[src/rtl/ex_muldiv_unit.sv]
// rtl/ex_muldiv_unit.sv - RV32M multi-cycle multiply/divide for EX; define MULDIV_EARLY_OUT_EN to shortcut zero operands
module ex_muldiv_unit #(
  parameter int WIDTH = 32
) (
  input  logic             clk_i,
  input  logic             rst_i,
  input  logic             start_i,
  input  logic             flush_i,
  input  logic [9:0]       funct_i,
  input  logic [WIDTH-1:0] rs1_i,
  input  logic [WIDTH-1:0] rs2_i,
  output logic             stall_o,
  output logic             done_o,
  output logic [WIDTH-1:0] result_o
);

  localparam int CW = (WIDTH > 1) ? $clog2(WIDTH) : 1;

  typedef enum logic [1:0] {IDLE, BUSY, DONE} state_t;

  state_t               state_q, state_d;
  logic [CW-1:0]        cnt_q, cnt_d;
  logic [2*WIDTH-1:0]   acc_q, acc_d;
  logic [WIDTH-1:0]     opb_q, opb_d;
  logic                 is_div_q, is_div_d, is_rem_q, is_rem_d;
  logic                 q_neg_q, q_neg_d, r_neg_q, r_neg_d, div0_q, div0_d;
  logic [WIDTH-1:0]     result_d;

  logic [2:0]           f3;
  logic                 supported, accept, rs1_neg, rs2_neg;
  logic [WIDTH-1:0]     abs1, abs2;
  logic [WIDTH:0]       mul_sum, rem_sh;
  logic [WIDTH-1:0]     div_diff, quo, rem, final_res;
  logic                 div_ge;
  logic [2*WIDTH-1:0]   mul_next, div_next, iter_next;

  assign f3        = funct_i[2:0];
  assign supported = (funct_i[9:3] == 7'b0000001) & ((f3 == 3'b000) | f3[2]);
  assign accept    = start_i & ~flush_i;
  assign rs1_neg   = f3[2] & ~f3[0] & rs1_i[WIDTH-1];
  assign rs2_neg   = f3[2] & ~f3[0] & rs2_i[WIDTH-1];
  assign abs1      = rs1_neg ? -rs1_i : rs1_i;
  assign abs2      = rs2_neg ? -rs2_i : rs2_i;

  // Multiply: {partial, multiplier} shifts right, partial gets multiplicand when the low bit is set
  assign mul_sum  = {1'b0, acc_q[2*WIDTH-1:WIDTH]} + (acc_q[0] ? {1'b0, opb_q} : '0);
  assign mul_next = {mul_sum, acc_q[WIDTH-1:1]};

  // Divide: {remainder, dividend} shifts left, quotient bits enter at the bottom
  assign rem_sh   = acc_q[2*WIDTH-1:WIDTH-1];
  assign div_ge   = rem_sh >= {1'b0, opb_q};
  assign div_diff = rem_sh[WIDTH-1:0] - opb_q;
  assign div_next = div_ge ? {div_diff, acc_q[WIDTH-2:0], 1'b1}
                           : {rem_sh[WIDTH-1:0], acc_q[WIDTH-2:0], 1'b0};

  assign iter_next = is_div_q ? div_next : mul_next;
  assign quo       = iter_next[WIDTH-1:0];
  assign rem       = iter_next[2*WIDTH-1:WIDTH];

  // A zero divisor yields all-ones regardless of operand signs, so skip quotient negation
  always_comb begin
    final_res = quo;
    if (is_div_q) begin
      if (is_rem_q) final_res = r_neg_q ? -rem : rem;
      else          final_res = (q_neg_q & ~div0_q) ? -quo : quo;
    end
  end

  always_comb begin
    state_d  = state_q;
    cnt_d    = cnt_q;
    acc_d    = acc_q;
    opb_d    = opb_q;
    is_div_d = is_div_q;
    is_rem_d = is_rem_q;
    q_neg_d  = q_neg_q;
    r_neg_d  = r_neg_q;
    div0_d   = div0_q;
    result_d = result_o;
    case (state_q)
      IDLE: begin
        if (accept) begin
          if (!supported) begin
            result_d = '0;
            state_d  = DONE;
          end else begin
            cnt_d    = '0;
            acc_d    = {{WIDTH{1'b0}}, (f3[2] ? abs1 : rs2_i)};
            opb_d    = f3[2] ? abs2 : rs1_i;
            is_div_d = f3[2];
            is_rem_d = f3[1];
            q_neg_d  = rs1_neg ^ rs2_neg;
            r_neg_d  = rs1_neg;
            div0_d   = (rs2_i == '0);
            state_d  = BUSY;
`ifdef MULDIV_EARLY_OUT_EN
            if ((rs1_i == '0) || (rs2_i == '0)) begin
              state_d = DONE;
              if (f3[2] && (rs2_i == '0)) result_d = f3[1] ? rs1_i : '1;
              else                         result_d = '0;
            end
`endif
          end
        end
      end
      BUSY: begin
        acc_d = iter_next;
        cnt_d = cnt_q + 1'b1;
        if (cnt_q == CW'(WIDTH - 1)) begin
          state_d  = DONE;
          result_d = final_res;
        end
      end
      DONE:    state_d = IDLE;
      default: state_d = IDLE;
    endcase
    if (flush_i && (state_q != IDLE)) begin
      state_d  = IDLE;
      result_d = result_o;
    end
  end

  always_ff @(posedge clk_i or posedge rst_i) begin
    if (rst_i) begin
      state_q  <= IDLE;
      cnt_q    <= '0;
      acc_q    <= '0;
      opb_q    <= '0;
      is_div_q <= 1'b0;
      is_rem_q <= 1'b0;
      q_neg_q  <= 1'b0;
      r_neg_q  <= 1'b0;
      div0_q   <= 1'b0;
      result_o <= '0;
    end else begin
      state_q  <= state_d;
      cnt_q    <= cnt_d;
      acc_q    <= acc_d;
      opb_q    <= opb_d;
      is_div_q <= is_div_d;
      is_rem_q <= is_rem_d;
      q_neg_q  <= q_neg_d;
      r_neg_q  <= r_neg_d;
      div0_q   <= div0_d;
      result_o <= result_d;
    end
  end

  assign stall_o = (state_q == BUSY) | ((state_q == IDLE) & accept);
  assign done_o  = (state_q == DONE) & ~flush_i;

endmodule

[config.mk]
export PLATFORM = sky130hd
export DESIGN_NAME = ex_muldiv_unit
export DESIGN_NICKNAME = d
export VERILOG_FILES = /design/src/rtl/ex_muldiv_unit.sv
export SDC_FILE = /design/constraint.sdc
export NUM_CORES = 1
export LEC_CHECK = 0
export CAP_MARGIN = 20
export CORE_ASPECT_RATIO = 2
export CORE_MARGIN = 1
export CORE_UTILIZATION = 25
export DETAILED_ROUTE_END_ITERATION = 10
export GPL_ROUTABILITY_DRIVEN = 0
export GPL_TIMING_DRIVEN = 0
export PLACE_DENSITY = 0.49
export SLEW_MARGIN = 0
export SYNTH_ARGS = -nofsm -noshare
export SYNTH_HDL_FRONTEND = slang
export SYNTH_SLANG_ARGS = --single-unit
[constraint.sdc]
create_clock -name clk_i -period 6.6 [get_ports clk_i]
set_input_delay 0.99 -clock clk_i [delete_from_list [all_inputs] [get_ports clk_i]]
set_output_delay 0.99 -clock clk_i [all_outputs]
set_load 0.02 [all_outputs]
* Word-level counts from Yosys, hierarchy flattened *
Cells that the tools add are included.

cells by class
  add/subtract/negate cells = 7
  magnitude comparators = 1
  equal/unequal tests = 10
  multiplexer cells = 26
  bitwise operators = 15
  reductions and logical operators = 10

operators by type and width
  kind                                                             count
  32-bit two-way mux                                               12
  64-bit two-way mux                                               4
  32-bit negator                                                   4
  64-bit one-hot mux with 2 select lines                           1
  32-bit one-hot mux with 2 select lines                           1
  32-bit by 32-bit adder with 33-bit output                        1
  33-bit by 32-bit greater-or-equal comparator with 1-bit output   1
  32-bit zero test                                                 1
  32-bit subtractor                                                1
  5-bit two-way mux                                                2
  5-bit one-hot mux with 2 select lines                            1
  1-bit AND                                                        8
  2-bit two-way mux                                                4
  2-bit != test, second input constant                             4
  7-bit by 1-bit == test with 1-bit output, second input constant  1
  3-bit != test, second input constant                             2
  3-bit AND reduction                                              2
  5-bit by 1-bit adder with 5-bit output, second input constant    1
  5-bit == test, second input constant                             1
  5-bit AND reduction                                              1
  1-bit NOT                                                        4
  2-bit one-hot mux with 2 select lines                            1
  2-bit nonzero test                                               2
  3-bit zero test                                                  1
  7 further kinds                                                  8

storage, ports and cells
  flip-flop bits (word level) = 140
  input bits = 78
  output and inout bits = 34
  logic and storage cells = 79

* Logic depth before layout (Yosys ltp) *
Gate-level depths: netlist of the first run.

  depth after elaboration = 9
  gate-level depth with buffers = 19
  depth with buffers taken out = 18

* Least setup slack after synthesis of the first run *
OpenSTA, ideal clock, no wires.

  path type = register -> register
  start = register acc_q[0]
  end = register result_o[27]
  setup time = 0.122 ns
  arrival time = 4.182 ns
  required time = 6.478 ns
  slack = 2.296 ns
  stages on the path, launching flop included = 17
  buffers on the path = 2
  clock period less this slack = 4.304 ns
  cells stage by stage = dfrtp_1 -> clkbuf_1 -> and2_1 -> ha_1 -> clkbuf_1 -> a21oi_1 -> o21ai_0 -> a41oi_4 -> o21ai_2 -> a21o_1 -> a2111o_1 -> o211ai_2 -> nor4b_4 -> nand3_4 -> or4_4 -> or4_1 -> a32o_1

on the way
  word-level cells in the longest chain between the ends = 9
  elaborated cells between the ends (all ways) = 12
  classes of those cells = add/sub (3); mux (9)

RTL lines
  element                                     line  source
  from (decl)                                 23    logic [2*WIDTH-1:0] acc_q, acc_d;
  from (signal assigned)                      127   acc_q <= '0;
  from (signal assigned)                      138   acc_q <= acc_d;
  32-bit two-way mux                          46    assign mul_sum = {1'b0, acc_q[2*WIDTH-1:WIDTH]} + (acc_q[0] ? {1'b0, opb_q} : '0);
  32-bit by 32-bit adder with 33-bit output   46
  64-bit two-way mux (*)                      56    assign iter_next = is_div_q ? div_next : mul_next;
  32-bit negator                              64    if (is_rem_q) final_res = r_neg_q ? -rem : rem;
  32-bit two-way mux                          64
  32-bit two-way mux (*)                      64
  32-bit two-way mux (*)                      63    if (is_div_q) begin
  32-bit two-way mux (*)                      109   if (cnt_q == CW'(WIDTH - 1)) begin
  32-bit one-hot mux with 2 select lines (*)  80    case (state_q)
  to (signal assigned)                        145   result_o <= result_d;
  to (decl)                                   14    output logic [WIDTH-1:0] result_o

Every way passes the cells marked *; elsewhere a longest branch is shown, timed or not. The select of a mux whose other input is x is not followed.
A chain may end at the register's enable or synchronous reset.

* Worst setup path in the final report of the first run *
  start = register opb_q[8]
  end = register result_o[30]

on the way
  word-level cells in the longest chain between the ends = 9
  elaborated cells between the ends (all ways) = 14
  classes of those cells = add/sub (4); order compare (1); mux (9)

RTL lines
  element                                                                                 line    source
  from (decl)                                                                             24      logic [WIDTH-1:0] opb_q, opb_d;
  from (signal assigned)                                                                  139     opb_q <= opb_d;
  32-bit two-way mux (tied with other cells)                                              46
  32-bit by 32-bit adder with 33-bit output / 64-bit two-way mux (equally long branches)  46, 53
  64-bit two-way mux (*)                                                                  56
  32-bit negator, on equally long branches                                                64, 65
  32-bit two-way mux, on equally long branches                                            64, 65
  32-bit two-way mux (*)                                                                  64
  32-bit two-way mux (*)                                                                  63
  32-bit two-way mux (*)                                                                  109
  32-bit one-hot mux with 2 select lines (*)                                              80

Marks and branches as above.

==> metrics.md, run 1 <==
| Metric | Value |
|---|---|
| Run status | finished clean |
| Area grow syn2layout | 19.27% |
| Initial DRC Count | 961 |
| Synthesized area | 14560 um^2 |
| Primary FF master, synth | dfrtp_1 |
| Port Buffer Count | 111 |
| Initial core utilization | 0.2537 |
| CTS Buf Count | 25 |
| First-pass iteration count of the detailed router | 8 |
| Fmax | 166.3 MHz |
| Die ar. | 59270 um^2 |
| Setup slack at placement | 0.6825 ns |
| FF-to-FF End | result_o[30] |
| GRT Util Overall | 0.2302 |
| Reg2reg start | opb_q[8] |
| Final #Nets | 2194 |
| Reg2reg path depth | 15 |
| Crit path buffers/inverters | 3 |
| # DRC | 0 |
| Clock Sinks | 140 |
| Startpoint Class | flip-flop |
| Post-Syn Instances | 1904 |
| Ratio of cells with drive above 1 in the final layout | 0.06881 |
| Drt via density | 5.498 |
| Share of the synthesized area in the top cell type | 0.2406 |
| # IOs | 112 |
| Library cells used by synthesis | 110 |
| DR vias | 15420 |
| Worst Setup EP | result_o[30] |
| First-pass GRT wire length | 100.3 mm |
| Final period util | 0.9108 |
| Hold Path Class | reg -> reg |
| Clock skew | 0.01200 ns |
| Number of global-route vias before repair | 16010 |
| R2r setup slk | 0.59 ns |
| TritonCTS clock tree | built |
| Setup Crit Path Kind | reg -> reg |
| Max-cap violation count | 0 |
| Worst Setup Slack, final | 0.5885 ns |
| Gr ovfl total | 0 |
| Fin crit period | 6.011 ns |
| CTS clk-pin slew, worst paths | 0.05 ns |
| CP required | 6.95 ns |
| Filler instances | 6288 |
| CP peak stage delay | 0.81 ns |
| N_diodes | 0 |
| Leak Pwr | 6.778 nW |
| Slew margin rel. | 0.2350 |
| Root buffer cell | clkbuf_16 |
| Critical Path AT | 6.36 ns |
| Post-DP HPWL | 57.58 mm |
| H-tree lvl count | 4 |
| Post-CTS Resized | 0 |
| Dominant cell type by area after synthesis | dfrtp_1 |
| Crit-path slowest cell | nor3_1 |
| Slew Limit Fails | 0 |
| Num rows | 124 |
| Setup-failing EPs final | 0 |
| CP Depth | 15 |
| FFs w/ async S/R, synth | 1.000 |
| Initial antenna violation count | 1 |
| Crit path max-delay family | simple AND/OR/NAND/NOR gates |
| Synth warn | 0 |
| CTS max path bufs | 3 |
| Worst-Margin Slew | 1.139 ns |
| Worst hold margin | 0.4962 ns |
| Core Footprint | 57410 um^2 |
| Cell Pwr Density | 176.9 nW/um^2 |
| Post-Syn Nets | 2054 |
| Area contributors post-synth | dfrtp_1 24%, o21ai_0 8.4%, ha_1 6.0% |
| Critical Path Sink Type | flip-flop |
| Post-route cell area | 17370 um^2 |
| RSZ-0062 raised after global routing | no |
| Average routed wire per standard cell | 24.50 um |
| Die width | 172.7 um |
| Mean area per synthesized cell | 7.648 um^2 |
| DIE HEIGHT | 343.3 um |
| Number of flops mapped to enable cells by yosys | 0 |
| Yosys reg bits | 140 |
| Placed inst area | 16650 um^2 |
| Critical path origin | opb_q[8] |
| Clk_lat worst skew | 0.51 ns |
| Number of routed nets with antenna violations | 0 |
| Pin count of the biggest net entering global routing | 84 |
| Sequential area share after synthesis | 0.2406 |
| Final Hold Viols | 0 |
| WL final | 68.73 mm |
| Peak supply drop | 111.4 uV |
| CTS Hold Bufs | 0 |
| Critical path cell sequence | inv_1 > ha_1 > nand4_1 > nor3_1 > a221oi_2 > o21a_4 > nand2_4 > buf_6 > clkbuf_1 > o2111ai_1 > nor3_1 > nand4_1 > o41ai_1 > xor2_1 > o21ai_0 |
| Post-CTS Setup Bufs | 0 |
| Critical Path Fanout Max | 10 |
==> cells in the final DEF (no fill, tap or decap), drive strengths merged, types with 25 or more instances in the layout <==
master / count
nor3: 43
mux2i: 27
ha: 70
a22oi: 30
clkbuf: 122
clkdlybuf4s50: 111
nand2: 234
dfrtp: 140
nand4: 32
o21ai: 251
a21oi: 161
inv: 77
nand3: 40
and2: 48
xnor2: 82
nor2: 114
a31oi: 28
xor2: 65
or3: 25
==> power by group <==
part           switching [W]  leakage [nW]  internal (W)
sequential         0.0000532          1.86      0.000890
clock               0.000415         0.350      0.000734
combinational       0.000624          4.56      0.000356
total                0.00109          6.78       0.00198
==> cell type report <==
class,instances,area (um^2),share of cell area
Buffer,114,604.3,0.03480
Clock buffer,28,656.9,0.03782
Clock inverter,4,45.04,0.002593
Inverter,77,294.0,0.01693
Multi-Input combinational cell,1573,10160,0.5853
Sequential cell,140,3503,0.2017
Tap cell,756,945.9,0.05446
Timing Repair Buffer,113,1154,0.06642
==> tightest hold or removal path, stage by stage, from the launching register on <==
cell     delay [ns]
dfrtp_1        0.34
nand2_1        0.06
o21ai_0        0.06
==> per-layer routing <==
metal,up-vias,part of all wire,GRT usage
met1,7320,0.31,0.1961
met4,0,0.11,0.2362
met3,273,0.037,0.02575
met2,604,0.54,0.4491
met5,-,0,0
li1,7226,-,-
==> metrics by stage <==
| stage | utilization | total power, W | cells | TNS (ns) |
|---|---|---|---|---|
| finish | 0.3026 | 0.003072 | 2805 | 0 |
| global route | 0.3026 | 0.003199 | 2805 | 0 |
| CTS | 0.3023 | 0.003061 | 2804 | 0 |
| detailed placement | 0.2901 | 0.001917 | 2772 | 0 |
| global placement | 0.2895 | 0.001908 | 2771 | -58.26 |
| floorplan | - | 0.001569 | 1904 | 0 |
==> state kept, by name, indices dropped and copies added, names as in the netlist <==
signal / flops
acc_q: 64
opb_q: 32
result_o: 32
cnt_q: 5
state_q: 2
div0_q: 1
is_div_q: 1
is_rem_q: 1
q_neg_q: 1
r_neg_q: 1
==> worst min-delay path by stage <==
stage	slack [ns]	depth (start not counted)	endpoint	from
final	0.50	2	result_o[2]	result_o[2]
after detailed placement	0.49	2	result_o[2]	result_o[2]
after floorplan	0.46	2	div0_q	div0_q
after global routing	0.54	2	result_o[0]	result_o[0]
after CTS	0.50	2	result_o[2]	result_o[2]
after global placement	0.49	2	q_neg_q	q_neg_q
==> Yosys cell counts, types with 9 or more instances <==
library cell	instances
a21oi_1	156
nor3_1	40
xor2_1	65
a22o_1	22
nand3_1	39
nand2b_1	12
o21bai_1	9
xnor2_1	82
ha_1	70
a222oi_1	9
a31oi_1	27
inv_1	76
nor2_1	112
nor4_1	12
or3_1	23
a211oi_1	18
o211ai_1	21
nand2_1	232
o21ai_0	244
buf_2	9
o41ai_1	12
and3_1	10
clkbuf_1	83
dfrtp_1	140
a22oi_1	30
nand4_1	29
clkbuf_8	11
o31ai_1	18
a21o_1	19
and2_1	45
mux2i_1	27
mux2_2	17
nor2b_1	17
==> kinds of logic (layout without fill, tap and decap cells) <==
| logic type | after synthesis | after routing | synth area share |
|---|---|---|---|
| simple gates | 628 | 628 | 0.2153 |
| compound gates | 682 | 682 | 0.2997 |
| buf+inv | 191 | 336 | 0.06135 |
| fa+ha+maj | 72 | 72 | 0.06290 |
| flops | 140 | 140 | 0.2406 |
| xor+xnor | 147 | 147 | 0.08842 |
| mux | 44 | 44 | 0.03171 |
Note: power is estimated with default switching activity, not from simulation.
==> run 2: changes to the inputs <==
- CTS_CLUSTER_DIAMETER: not set -> 200
==> results of run 2 <==
Final layout, timing and power as in run 1 (identical DEF).
==> RTL edit 1: new RTL, flow settings as in run 1 <==
The 3 states of `state_t` get a one-hot encoding in 3 bits.
--- a/src/rtl/ex_muldiv_unit.sv
+++ b/src/rtl/ex_muldiv_unit.sv
@@ -16,7 +16,7 @@
 
   localparam int CW = (WIDTH > 1) ? $clog2(WIDTH) : 1;
 
-  typedef enum logic [1:0] {IDLE, BUSY, DONE} state_t;
+  typedef enum logic [2:0] {IDLE = 3'b001, BUSY = 3'b010, DONE = 3'b100} state_t;
 
   state_t               state_q, state_d;
   logic [CW-1:0]        cnt_q, cnt_d;
Formal check against the unedited RTL: same outputs for any inputs over 4 cycles, from zero or initial values and one cycle with rst_i high; so few cycles prove little.
==> RTL edit 1 against run 1 <==
  * Sequential power shrank 0.7%
  * Worst setup slack lost 0.48 ns
  * Combinational power shrank 4.2%
  * Area after synthesis shrank 0.36%
  * Total power shrank 2.0%
  * Design area is essentially flat
  * Via count grew 1.6%
  * Wire length grew 2.1%
  * Clock skew grew 0.0063 ns
  * Final cell count grew 1.2%
  * Sequential cell count grew 1
  * Largest cell class unchanged
==> RTL edit 1: results (changes against run 1) <==
Outcome
  • Status: finished clean

Critical path
  • Worst r2r path cells: 19 (+4)
  • Critical R2R Capture: result_o[26]
  • Slowest-stage cell, CP: a21boi_1
  • R2R Setup Slk: 0.10 ns (-0.48 ns)
  • Worst stage delay on the critical path: 0.57 ns (-0.24 ns)
  • Delay-heaviest family, CP: compound AO/OA/AOI/OAI gates

Synth
  • Synth top area cells: dfrtp_1, o21ai_0, nand2_1
  • Sequential element share of the synthesized area: 24.3% (+0.27 points)
  • XOR/XNOR share of the synthesized area: 8.45% (-0.39 points)
  • Post-synthesis mux area share: 3.76% (+0.59 points)
  • Post-Synth Adder-Cell Area: 6.31% (+0.023 points)

Global routing
  • Pin count of the biggest net entering global routing: 91 (+8.3%)
  • GRT met3 Usage: 2.64% (+0.066 points)
  • Initial antenna violation count: 2 (+1)
  • Met2 Track Usage GR: 45.7% (+0.78 points)
  • Vias in the first global route: 16269 (+1.6%)
  • First-pass GRT wire length: 103000 µm (+2.4%)
  • GR Layer Usage met1: 21.8% (+2.2 points)

Worst hold path
  • Worst hold path startpoint: result_o[0]

Power and ir drop
  • Clock share of power: 37.8% (+0.4 points)
  • LEAKAGE: 6.95 nW (+2.6%)
  • Internal Pwr Total: 1.97 mW (-0.69%)
  • Sequential Power: 936 µW (-0.7%)
  • Sw power: 1.05 mW (-4.2%)
  • Worst vdd ir: 0.100 mV (-10%)

Detailed routing
  • Via/cell ratio: 5.52 (+0.41%)
  • Drt first-iter violations: 1169 (+22%)
  • WL met2: 37500 µm (+1.0%)
  • Met3 routed WL: 2650 µm (+3.8%)
  • Routed wire per std cell: 24.7 µm (+0.89%)

Finish
  • Layout cells sized above 1: 5.42% (-1.5 points)
  • # nets final: 2229 (+1.6%)

Place
  • Area after DPL: 16600 µm² (-0.25%)
  • Dpl ws: -1.01 ns (-1.70 ns)
  • Post-placement cell count: 2805 (+1.2%)

Timing
  • Tightest Pin Transition: 1.14 ns (-0.00302 ns)
  • Clk_skew: 0.0183 ns (+0.00632 ns)
-- RTL edit 1: cell count changes in the layout (fill, tap and decap cells not counted), sizes merged, moves of 14 or more --
cell / change
nand2: +31
o221ai: +15
o21ai: -23
a211oi: +17
a22oi: -17
a21oi: -14
nand4: -17
inv: -14
xnor2: -14
and3: +14
-- RTL edit 1: worst max path at each step --
stage / slack [ns] / depth (start not counted) / startpoint / end
after global routing: 0.08 / 19 / opb_q[20] / result_o[26]
final: 0.10 / 19 / opb_q[20] / result_o[26]
after global placement: -1.12 / 19 / is_div_q / result_o[28]
after CTS: 0.03 / 23 / opb_q[20] / result_o[28]
after detailed placement: -1.01 / 19 / is_div_q / result_o[28]
after floorplan: 1.83 / 1 / rst_i / acc_q[0]
-- RTL edit 1: area by class of cell --
class                      instances  area, µm²
fill                            6171      39900
multi-input combinational       1609      10200
sequential                       141       3530
timing repair buffer             118       1190
tap                              756        946
clock buffer                      30        694
buffer                           121        500
inverter                          63        241
clock inverter                     1       5.00
==> RTL edit 2: new RTL, config.mk and constraints of run 1 <==
Made on the original files. Set the parameter `WIDTH` to 16 (it was 32).
--- a/src/rtl/ex_muldiv_unit.sv
+++ b/src/rtl/ex_muldiv_unit.sv
@@ -1,6 +1,6 @@
 // rtl/ex_muldiv_unit.sv - RV32M multi-cycle multiply/divide for EX; define MULDIV_EARLY_OUT_EN to shortcut zero operands
 module ex_muldiv_unit #(
-  parameter int WIDTH = 32
+  parameter int WIDTH = 16
 ) (
   input  logic             clk_i,
   input  logic             rst_i,
Ports: changed (resized result_o, rs1_i and rs2_i); port bits go from 112 to 64. No check against the original RTL was run, so the function may have changed too.
==> RTL edit 2 against run 1 <==
  * Final cell count decreased by 51%
  * Wire length down 56%
  * Critical path type unchanged
  * Area after synthesis is 50% lower
  * Global-route usage decreased by 1.7 points
  * Sequential cell count shrank 65
  * Synthesized cell count is 50% lower
  * Design area down 50%
  * Total power is 21% higher
  * Worst setup slack improved by 1.3 ns
  * Clock power fell by 55%
==> RTL edit 2: results (changes against run 1) <==
Detailed routing
  • Drt first-iter violations: 312 (-68%)
  • Met1 wire length: 10000 µm (-54%)
  • Initial DRT Pass Iterations: 5 (-3)
  • Final WL: 30500 µm (-56%)
  • Vias: 7502 (-51%)

Place
  • PortBufs: 63 (-43%)
  • DP HPWL: 25100 µm (-56%)

CTS
  • Htree depth: 3 (-1)
  • Skew-Pair Late Insertion Delay: 0.37 ns (-0.14 ns)
  • CTS Buf Count: 9 (-64%)
  • Bufs on Longest Clock Path: 2 (-1)

Synth
  • Post-Syn Nets: 1029 (-50%)
  • Post-synth top cells: nand2_1, nor2_1, o21ai_0, dfrtp_1, a21oi_1
  • Synth top area cells: dfrtp_1, ha_1, o21ai_0
  • Library cells used by synthesis: 89 (-19%)
  • Sequential element share of the synthesized area: 25.7% (+1.6 points)
  • Ys flop type: dfrtp_1

Worst hold path
  • Hold endpoint: q_neg_q
  • Worst hold path startpoint: q_neg_q

Critical path
  • Delay-heaviest family, CP: buffers and inverters
  • Slowest-stage cell, CP: clkbuf_1
  • Worst R2R Start: is_div_q
  • Worst stage delay on the critical path: 0.84 ns (+0.03 ns)
  • Worst r2r path cells: 14 (-1)
  • CP arrival: 4.98 ns (-1.38 ns)
  • R2R Setup Slk: 1.91 ns (+1.32 ns)

Finish
  • Filler Cells Inserted: 3193 (-49%)
  • Layout cells sized above 1: 5.86% (-1.0 points)
  • # nets final: 1104 (-50%)
  • Biggest regs: acc_q: 32 flops, opb_q: 16 flops, result_o: 16 flops

Global routing
  • Initial antenna violation count: 0 (-1)
  • First-pass GRT wire length: 46600 µm (-54%)
  • Gr usage total: 21.4% (-1.7 points)
  • Pin count of the biggest net entering global routing: 69 (-18%)
  • Vias in the first global route: 7875 (-51%)

Power and ir drop
  • LEAKAGE: 3.47 nW (-49%)
  • Worst vdd ir: 0.164 mV (+47%)

Timing
  • Clk_skew: 0.0133 ns (+0.00127 ns)
  • Slew HR: 28.2% (+4.7 points)

Outcome
  • Status: finished clean
-- RTL edit 2: changes by cell type in the layout (fill, tap and decap cells not counted), moves of 35 or more --
cell and delta:
a21oi_1 -83, clkbuf_1 -39, clkdlybuf4s50_1 -48, dfrtp_1 -65
inv_1 -35, nand2_1 -133, o21ai_0 -163, xnor2_1 -43
xor2_1 -42
-- RTL edit 2: power by group --
group | internal (mW) | switching [mW] | leakage, nW
registers | 0.601 | 0.211 | 0.960
logic | 0.901 | 1.48 | 2.36
clock network | 0.304 | 0.214 | 0.146
total | 1.81 | 1.90 | 3.47
-- RTL edit 2: per-stage QoR --
step                      setup WS (ns)  hold WS (ns)  cell area, µm²  cells
after CTS                          1.92         0.469            8730   1384
after global placement             1.95         0.451            8400   1367
after global routing               1.62         0.482            8730   1384
after detailed placement           1.94         0.457            8430   1368
after floorplan                    3.09         0.430            7320    944
final                              1.91         0.467            8730   1384
-- RTL edit 2: layout make-up --
type,count,share of cell area [%]
clock inverter,5,0.688
timing repair buffer,64,7.54
multi-input combinational,768,57.6
sequential,75,21.5
buffer,59,2.87
clock buffer,11,2.78
tap,360,5.16
inverter,42,1.83
-- RTL edit 2: logic make-up (layout without fill, tap and decap cells) --
logic type / Yosys count / in the layout / share of synthesized area (%)
and+or+nand+nor: 332 / 332 / 22.6
buffers and inverters: 101 / 181 / 5.58
adders and majority gates: 39 / 39 / 6.88
xor gates and xnor gates: 62 / 62 / 7.42
AOI/OAI and AO/OA: 319 / 319 / 29.6
DFF: 75 / 75 / 25.7
muxes: 16 / 16 / 2.31
-- RTL edit 2: metal layers --
| layer | up-vias | global-route usage [%] |
|---|---|---|
| li1 | 3605 | - |
| met1 | 3567 | 19.3 |
| met5 | - | 0 |
| met2 | 222 | 40.7 |
| met4 | 0 | 18.5 |
| met3 | 108 | 2.01 |
